<file path="src/rtl/nibble_serial_subtractor_pkg.sv">
// Shared sizing constants and FSM state type for the nibble-serial subtractor.
package sub_pkg;

  localparam int WIDTH      = 16;
  localparam int DIGIT      = 4;
  localparam int NUM_DIGITS = WIDTH / DIGIT;
  localparam int CNT_W      = (NUM_DIGITS > 1) ? $clog2(NUM_DIGITS) : 1;

  typedef enum logic [1:0] {
    IDLE,
    CALC,
    DONE
  } state_t;

endpackage

</file>
<file path="src/rtl/nibble_serial_subtractor_digit.sv">
// Combinational DIGIT-bit subtract slice: a + ~b + ~bin with a lookahead carry.
module digit_subtractor #(
  parameter int DIGIT = sub_pkg::DIGIT
) (
  input  logic [DIGIT-1:0] a,
  input  logic [DIGIT-1:0] b,
  input  logic             bin,
  output logic [DIGIT-1:0] d,
  output logic             bout
);

  logic [DIGIT-1:0] p;
  logic [DIGIT-1:0] g;
  logic [DIGIT:0]   c;

  assign p = a ^ ~b;
  assign g = a & ~b;

  // Each carry is expanded as a flat sum of generate/propagate products.
  always_comb begin
    logic term_v;
    logic prop_v;
    c      = '0;
    c[0]   = ~bin;
    term_v = 1'b0;
    prop_v = 1'b0;
    for (int i = 0; i < DIGIT; i++) begin
      term_v = g[i];
      prop_v = p[i];
      for (int j = i - 1; j >= 0; j--) begin
        term_v = term_v | (prop_v & g[j]);
        prop_v = prop_v & p[j];
      end
      c[i+1] = term_v | (prop_v & c[0]);
    end
  end

  assign d    = p ^ c[DIGIT-1:0];
  assign bout = ~c[DIGIT];

endmodule

</file>
<file path="src/rtl/nibble_serial_subtractor.sv">
// Multi-cycle A - B - Bin, one DIGIT-bit slice per clock, with valid/ready on
// both the operand and the result side.
module nibble_serial_subtractor
  import sub_pkg::*;
#(
  parameter int WIDTH = sub_pkg::WIDTH,
  parameter int DIGIT = sub_pkg::DIGIT
) (
  input  logic             clk_i,
  input  logic             rst_i,
  input  logic             valid_i,
  output logic             ready_o,
  input  logic [WIDTH-1:0] A_i,
  input  logic [WIDTH-1:0] B_i,
  input  logic             Bin_i,
  output logic             valid_o,
  input  logic             ready_i,
  output logic [WIDTH-1:0] Diff_o,
  output logic             Bout_o,
  output logic             Ovf_o,
  output logic             Zero_o
);

  localparam int            SLICES = WIDTH / DIGIT;
  localparam int            CW     = (SLICES > 1) ? $clog2(SLICES) : 1;
  localparam logic [CW-1:0] LAST   = CW'(SLICES - 1);

  generate
    if (WIDTH % DIGIT != 0) begin : g_bad_digit
      $error("WIDTH must be a multiple of DIGIT");
    end
  endgenerate

  state_t           state_reg;
  state_t           state_next;
  logic [CW-1:0]    cnt_reg;
  logic             borrow_reg;
  logic [WIDTH-1:0] a_reg;
  logic [WIDTH-1:0] b_reg;
  logic [WIDTH-1:0] work_reg;
  logic [WIDTH-1:0] work_next;
  logic [WIDTH-1:0] diff_reg;
  logic             bout_reg;
  logic             ovf_reg;
  logic             zero_reg;
  logic [DIGIT-1:0] slice_a;
  logic [DIGIT-1:0] slice_b;
  logic [DIGIT-1:0] slice_d;
  logic             slice_bout;
  logic             accept;
  logic             last_slice;

  assign slice_a = a_reg[cnt_reg*DIGIT +: DIGIT];
  assign slice_b = b_reg[cnt_reg*DIGIT +: DIGIT];

  digit_subtractor #(
    .DIGIT(DIGIT)
  ) u_digit (
    .a   (slice_a),
    .b   (slice_b),
    .bin (borrow_reg),
    .d   (slice_d),
    .bout(slice_bout)
  );

  always_comb begin
    work_next                         = work_reg;
    work_next[cnt_reg*DIGIT +: DIGIT] = slice_d;
  end

  always_ff @(posedge clk_i or posedge rst_i) begin
    if (rst_i) begin
      state_reg <= IDLE;
    end else begin
      state_reg <= state_next;
    end
  end

  always_comb begin
    state_next = state_reg;
    ready_o    = 1'b0;
    valid_o    = 1'b0;
    case (state_reg)
      IDLE: begin
        ready_o = 1'b1;
        if (valid_i) state_next = CALC;
      end
      CALC: begin
        if (cnt_reg == LAST) state_next = DONE;
      end
      DONE: begin
        valid_o = 1'b1;
        if (ready_i) state_next = IDLE;
      end
      default: state_next = IDLE;
    endcase
  end

  assign accept     = (state_reg == IDLE) && valid_i;
  assign last_slice = (state_reg == CALC) && (cnt_reg == LAST);

  // Published results only change on the last slice, so they stay stable in
  // DONE and remain readable (though stale) back in IDLE.
  always_ff @(posedge clk_i or posedge rst_i) begin
    if (rst_i) begin
      cnt_reg    <= '0;
      borrow_reg <= 1'b0;
      a_reg      <= '0;
      b_reg      <= '0;
      work_reg   <= '0;
      diff_reg   <= '0;
      bout_reg   <= 1'b0;
      ovf_reg    <= 1'b0;
      zero_reg   <= 1'b0;
    end else if (accept) begin
      a_reg      <= A_i;
      b_reg      <= B_i;
      borrow_reg <= Bin_i;
      cnt_reg    <= '0;
      work_reg   <= '0;
    end else if (state_reg == CALC) begin
      work_reg   <= work_next;
      borrow_reg <= slice_bout;
      cnt_reg    <= cnt_reg + CW'(1);
      if (last_slice) begin
        diff_reg <= work_next;
        bout_reg <= slice_bout;
        ovf_reg  <= (a_reg[WIDTH-1] != b_reg[WIDTH-1]) &&
                    (work_next[WIDTH-1] != a_reg[WIDTH-1]);
        zero_reg <= (work_next == '0);
      end
    end
  end

  assign Diff_o = diff_reg;
  assign Bout_o = bout_reg;
  assign Ovf_o  = ovf_reg;
  assign Zero_o = zero_reg;

endmodule

</file>
<file path="config.mk">
export PLATFORM = sky130hd
export DESIGN_NAME = nibble_serial_subtractor
export DESIGN_NICKNAME = d
export VERILOG_FILES = /design/src/rtl/nibble_serial_subtractor_pkg.sv /design/src/rtl/nibble_serial_subtractor_digit.sv /design/src/rtl/nibble_serial_subtractor.sv
export SDC_FILE = /design/constraint.sdc
export NUM_CORES = 1
export LEC_CHECK = 0
export CORE_UTILIZATION = 50
export CTS_BUF_LIST = sky130_fd_sc_hd__clkbuf_4 sky130_fd_sc_hd__clkbuf_8 sky130_fd_sc_hd__clkbuf_16
export DETAILED_ROUTE_END_ITERATION = 8
export PLACE_DENSITY = 0.76
export SYNTH_ARGS = -nofsm -noshare
export SYNTH_HDL_FRONTEND = slang
export SYNTH_SLANG_ARGS = --single-unit
</file>
<file path="constraint.sdc">
create_clock -name clk_i -period 7.94 [get_ports clk_i]
set_clock_uncertainty 0.05 [all_clocks]
set_input_delay 0.794 -clock clk_i [delete_from_list [all_inputs] [get_ports clk_i]]
set_output_delay 0.794 -clock clk_i [all_outputs]
set_load 0.01 [all_outputs]
</file>
==> flow_metrics.tcl, run 1 <==
set metrics [dict create \
    rr_endpoint "Zero_o$_DFFE_PP0P_" \
    synth-simple-area-share_pct 21.5 \
    cp-start-kind "register" \
    synth_top_family_by_area "simple AND/OR/NAND/NOR gates" \
    yosys.area.top_type "dfrtp_1" \
    core.rowCount 30 \
    power.density_nw_per_um2 466 \
    synth_edf_count 0 \
    syn-num-nets 414 \
    detail_route.vias_per_cell 5.31 \
    holdCritStartpoint "Diff_o[15]$_DFFE_PP0P_" \
    clock_sinks 72 \
    clk_latency_ns 0.34 \
    ys_types 44 \
    final_util_pct 64.7 \
    dieArea_sq_um 7410 \
    synth_xor_xnor_area_share_pct 0.956 \
    grt.met1_usage_pct 32.3 \
    rsz0062_at_grt "false" \
    wl_per_cell_um 14.8 \
    power.total_uw 2050 \
    io_pins 58 \
    reg2reg_slack_ns 4.68 \
    drc 0 \
    netlist_area_sq_um 3530 \
    status "complete, no violations" \
    peakVddDrop_mv 0.213 \
    hpwl_mm 5.20 \
    critical_path_class "register to register" \
    postCtsResizedCells 0 \
    seq_area_frac_synth_pct 51.0 \
    instances_no_fill 518 \
    antenna_found_initial 0 \
    fill_cells 563 \
    synth_cells 365 \
    cp_max_fo 19 \
    core_sq_um 6790 \
    r2r_start "cnt_reg[0]$_DFFE_PP0P_" \
    fmax_mhz 307 \
    post_cts_buffers 0 \
    cp.arrival_ns 3.44 \
    grtUsageMet3_pct 4.81 \
    critPathLaunch "cnt_reg[0]$_DFFE_PP0P_" \
    ys_ff_latch 72 \
    cts_made_buffers 9 \
    critical_path_required_ns 8.12 \
    drv_slew 0 \
    fp.dieW_um 86.1 \
    cts.path.max_buffers 2 \
    syn_area_per_cell_sq_um 9.68 \
    synth_compound_area_share_pct 12.5 \
    synthFlopType "dfrtp_1" \
    grt_max_degree 73 \
    tightest_slew_ns 1.10 \
    port_buffers 57 \
    cts_tree "yes" \
    post-route-period-util_pct 41.1 \
    synth_area_leaders "dfrtp_1, nand2_1, mux4_2, o21ai_0, ha_1" \
    met2_usage_pct 36.1 \
    path_clk_slew_ns 0.07 \
    htree_levels 3 \
    die_h_um 86.1 \
    n_antenna_cell 0 \
    async_reset_ff_share_pct 100 \
    initial_core_util_pct 52.0 \
    fin_nets 467 \
    routabilityCongestion 0.821 \
    cts_root_buffer "clkbuf_8" \
    drt_iter0_drc 198 \
    grt.total_usage_pct 23.0 \
    cts_hold_buf 0 \
    overflow 0 \
    gr-max-usage-layer "met2" \
    tns_ns 0 \
    dp_cells 503 \
    grt_pass1_vias 2659 \
    layout-drive-gt1-share_pct 7.58 \
    synthMuxAreaShare_pct 6.23 \
    yosysWarnings 0 \
    finalWorstSetupSlack_ns 4.68 \
    final_hold_viol_count 0 \
    p_leak_uw 0.00204 \
    hold_class "register to register" \
    drt_pass1_iterations 4 \
    post-place-ws_ns 4.64 \
    critical_path.endpoint_type "register" \
    num_vias 2749 \
    grt_pass1_wl_mm 13.1 \
    ant_nets 0 \
    synth_top_area_share_pct 51.0 \
    yosys.area_share.adder_pct 4.46 \
    reg2reg_depth 7 \
    max-cap-violations 0 \
    layout_min_cycle_time_ns 3.26 \
    setup_viol 0 \
    slew-limit-headroom_pct 26.4 \
    syn_to_final_growth_pct 24.3 \
    critPathCapture "Zero_o$_DFFE_PP0P_" \
    wirelength_mm 7.67 \
]
how the worst min path moves through the flow:
stage,end,slack (ns),cells after the start
2_1_floorplan,a_reg[10]$_DFFE_PP0P_,0.39,2
3_3_place_gp,a_reg[0]$_DFFE_PP0P_,0.41,2
3_5_place_dp,a_reg[7]$_DFFE_PP0P_,0.41,2
4_1_cts,a_reg[11]$_DFFE_PP0P_,0.43,2
5_1_grt,a_reg[0]$_DFFE_PP0P_,0.45,2
6_report,Diff_o[15]$_DFFE_PP0P_,0.43,2
area by class of cell:
cell class	count	area, sq um	share of cell area (%)
Clock buffer	12	159	3.62
Tap cell	96	120	2.73
Timing Repair Buffer	60	593	13.5
Inverter	11	41.3	0.940
Clock inverter	3	65.1	1.48
Multi-Input combinational cell	264	1610	36.7
Sequential cell	72	1800	41.0
per-stage QoR:
step	hold WS (ns)	area (sq um)
after global routing	0.452	4390
after global placement	0.406	4170
after detailed placement	0.412	4170
final	0.427	4390
after floorplan	0.390	3530
after CTS	0.431	4390
where the power goes:
part | switching (uW) | internal, uW
Combinational | 637 | 443
Sequential | 121 | 523
Clock | 130 | 196
Total | 888 | 1160
layer usage:
layer  vias to the layer above  part of all wire (%)  routed length (um)
met2                        89                    48                3690
li1                       1352                     -                   -
met1                      1301                    46                3530
met5                         -                     0                   0
met3                         7                   5.2                 402
met4                         0                  0.72                  55
synth_stat cells, types with 2 or more instances:
cell type  count
a21oi_1       14
a22o_1         4
a32o_1         6
and2_1         2
and4bb_1       2
clkbuf_1      15
dfrtp_1       72
ha_1          11
inv_1         11
mux2i_1        4
mux4_2         8
nand2_1      120
nand2b_1       6
nand3_1        8
nor2_1         8
nor2b_1       11
nor4b_1        3
nor4bb_1       2
o21ai_0       31
o31ai_1        3
cells in the final DEF (no fill, tap or decap), types with 2 or more instances in the layout:
master	Yosys	final
nand2_1	120	120
dfrtp_1	72	72
clkdlybuf4s50_1	0	57
o21ai_0	31	31
a21oi_1	14	14
nor2b_1	11	11
ha_1	11	11
clkbuf_8	0	11
inv_1	11	10
nor2_1	8	8
nand3_1	8	8
mux4_2	8	8
nand2b_1	6	6
a32o_1	6	6
a22o_1	4	4
mux2i_1	4	4
nor4b_1	3	3
o31ai_1	3	3
buf_4	0	3
and4bb_1	2	2
and2_1	2	2
nor4bb_1	2	2
bufinv_16	0	2
critical path, stage by stage, from the launching register on:
cell and delay, ns:
dfrtp_1 0.86, mux4_2 0.62, ha_1 0.37, nor2_1 0.07, a21oi_1 0.15, xor2_1 0.57
o21ai_0 0.20, a32o_1 0.27
cells by family after synthesis:
logic type	after synthesis
flops	72
buf+inv	29
fa+ha+maj	12
mux	12
xor+xnor	3
compound gates	69
simple gates	168
Power figures use the tool's default switching activity.
==> run 2, diff against run 1 <==
--- a/config.mk
+++ b/config.mk
@@ -5,7 +5,7 @@
 export SDC_FILE = /design/constraint.sdc
 export NUM_CORES = 1
 export LEC_CHECK = 0
-export CORE_UTILIZATION = 50
+export CORE_UTILIZATION = 48
 export CTS_BUF_LIST = sky130_fd_sc_hd__clkbuf_4 sky130_fd_sc_hd__clkbuf_8 sky130_fd_sc_hd__clkbuf_16
 export DETAILED_ROUTE_END_ITERATION = 8
 export PLACE_DENSITY = 0.76
==> constraint.sdc (replaced) <==
create_clock -name clk_i -period 2.9 [get_ports clk_i]
set_clock_uncertainty 0.05 [all_clocks]
set_input_delay 0.29 -clock clk_i [delete_from_list [all_inputs] [get_ports clk_i]]
set_output_delay 0.29 -clock clk_i [all_outputs]
set_load 0.01 [all_outputs]
==> run 2 against run 1 <==
  * Sequential share of layout area decreased by 1.1 points
  * Clock power grew to 2.9 times the previous value
  * Count of clock-buffer cells in the layout decreased by 3
  * Global-route usage is 0.89 points lower
  * Sequential power increased to 2.7 times the previous value
  * Setup slack got worse by 4.6 ns
  * Cell count is 1.7% higher
  * Core utilization increased by 0.31 points
  * Routed wire length grew 0.63%
  * Cell area up 2.7%
  * Fmax rose by 16%
  * Largest cell class unchanged
  * Largest power group unchanged
==> flow_metrics.tcl, run 2 (synthesized netlist as in run 1, its figures left out) <==
set metrics [dict create \
    layout-drive-gt1-share_pct 10.2 \
    antenna_found_initial 0 \
    max-cap-violations 0 \
    drt_iter0_drc 184 \
    num_vias 2798 \
    peakVddDrop_mv 0.847 \
    grt_pass1_wl_mm 12.9 \
    core_sq_um 6940 \
    clock_sinks 72 \
    power.density_nw_per_um2 1320 \
    cp_max_fo 19 \
    slew-limit-headroom_pct 56.7 \
    layout_min_cycle_time_ns 2.80 \
    tns_ns 0 \
    clk_latency_ns 0.34 \
    rsz0062_at_grt "false" \
    post_cts_buffers 0 \
    fp.dieW_um 87.8 \
    grt_max_degree 40 \
    reg2reg_depth 8 \
    htree_levels 3 \
    final_hold_viol_count 0 \
    n_antenna_cell 0 \
    critical_path_required_ns 3.08 \
    core.rowCount 30 \
    grtUsageMet3_pct 3.77 \
    routabilityCongestion 0.841 \
    tightest_slew_ns 0.649 \
    p_leak_uw 0.00209 \
    wl_per_cell_um 14.7 \
    critical_path.endpoint_type "register" \
    cp-start-kind "register" \
    postCtsResizedCells 0 \
    r2r_start "cnt_reg[0]$_DFFE_PP0P_" \
    slowest_stage "mux4_2" \
    drt_pass1_iterations 5 \
    fin_nets 475 \
    ant_nets 0 \
    cts_hold_buf 0 \
    drv_slew 0 \
    cts_made_buffers 9 \
    critPathCapture "Ovf_o$_DFFE_PP0P_" \
    grt_pass1_vias 2682 \
    cts.path.max_buffers 2 \
    critical_path_class "register to register" \
    die_h_um 87.8 \
    io_pins 58 \
    cts_root_buffer "clkbuf_8" \
    setup_viol 0 \
    wirelength_mm 7.72 \
    critPathLaunch "cnt_reg[0]$_DFFE_PP0P_" \
    overflow 0 \
    cpPeakStageDelay_ns 0.51 \
    cts_tree "yes" \
    initial_core_util_pct 50.9 \
    cp.arrival_ns 2.98 \
    hold_ws_ns 0.225 \
    reg2reg_slack_ns 0.1 \
    met2_usage_pct 33.8 \
    dieArea_sq_um 7710 \
    post-route-period-util_pct 96.7 \
    final_common_cell "nand2_1" \
    rr_endpoint "Ovf_o$_DFFE_PP0P_" \
    detail_route.vias_per_cell 5.31 \
    hold_class "input pin to asynchronous set/reset pin" \
    fmax_mhz 357 \
    port_buffers 57 \
    drc 0 \
    gr-max-usage-layer "met2" \
    status "complete, no violations" \
    grt.met1_usage_pct 31.3 \
    hpwl_mm 5.63 \
    final_cell_mix "nand2_1, dfrtp_1, clkdlybuf4s50_1" \
    crit_chain "buf_12 > mux4_2 > ha_1 > and4b_1 > a211oi_4 > xnor2_2 > a2111oi_2 > o31a_1" \
    grt.total_usage_pct 22.1 \
    final_util_pct 65.0 \
    syn_to_final_growth_pct 27.7 \
    path_clk_slew_ns 0.08 \
]
-- run 2: cell types whose count changed in the layout (fill, tap and decap cells not counted) --
cell,before,now
clkbuf_4,1,0
bufinv_16,2,3
clkinv_4,0,2
clkbuf_8,11,9
nor4b_1,3,0
clkinvlp_4,0,1
a211oi_4,0,1
buf_12,0,1
a211oi_2,1,0
nor4b_2,0,3
buf_4,3,10
-- run 2: worst min path at each step --
stage               slack, ns                   from  cells after the start                      end
floorplan                0.35                 A_i[0]                      2     a_reg[0]$_DFFE_PP0P_
global placement         0.41  b_reg[14]$_DFFE_PP0P_                      2    b_reg[14]$_DFFE_PP0P_
detailed placement       0.41  a_reg[11]$_DFFE_PP0P_                      2    a_reg[11]$_DFFE_PP0P_
CTS                      0.23                  rst_i                      2  work_reg[5]$_DFFE_PP0P_
global route             0.27                  rst_i                      2  work_reg[7]$_DFFE_PP0P_
finish                   0.22                  rst_i                      2  work_reg[5]$_DFFE_PP0P_
-- run 2: per-layer routing --
layer	part of all wire [%]	routed length, um	up-vias
li1	-	-	1366
met2	46	3590	111
met5	0	0	-
met4	1.3	104	0
met3	6.2	479	12
met1	46	3550	1309
-- run 2: per-stage QoR --
stage | instance area [sq um] | instances | setup WS (ns) | total power (uW)
after floorplan | 3530 | 365 | 0.0369 | 3790
after global placement | 4240 | 511 | 0.113 | 4820
after detailed placement | 4240 | 511 | 0.0660 | 4930
after CTS | 4490 | 527 | 0.0522 | 5890
after global routing | 4510 | 527 | 0.00971 | 6390
final | 4510 | 527 | 0.0951 | 5970
-- run 2: worst max-delay path, delay by kind of cell, from the launching register on --
| kind | cells | cell delay [ns] |
|---|---|---|
| xor+xnor | 1 | 0.27 |
| compound gates | 3 | 0.70 |
| simple gates | 1 | 0.25 |
| buf+inv | 1 | 0.17 |
| fa+ha+maj | 1 | 0.38 |
| flops | 1 | 0.37 |
| mux | 1 | 0.51 |
-- run 2: cell type report --
class	count	area (sq um)
clock buffers	9	124
clock inverters	7	120
fillers	578	2430
inverters	11	41.3
multi-input cells	264	1640
flip-flops and latches	72	1800
well taps	96	120
repair buffers	68	666
-- run 2: power by group --
group | internal, uW | switching (uW) | total, uW
clock network | 572 | 380 | 952
registers | 1430 | 283 | 1720
logic | 1430 | 1880 | 3310
total | 3430 | 2540 | 5970
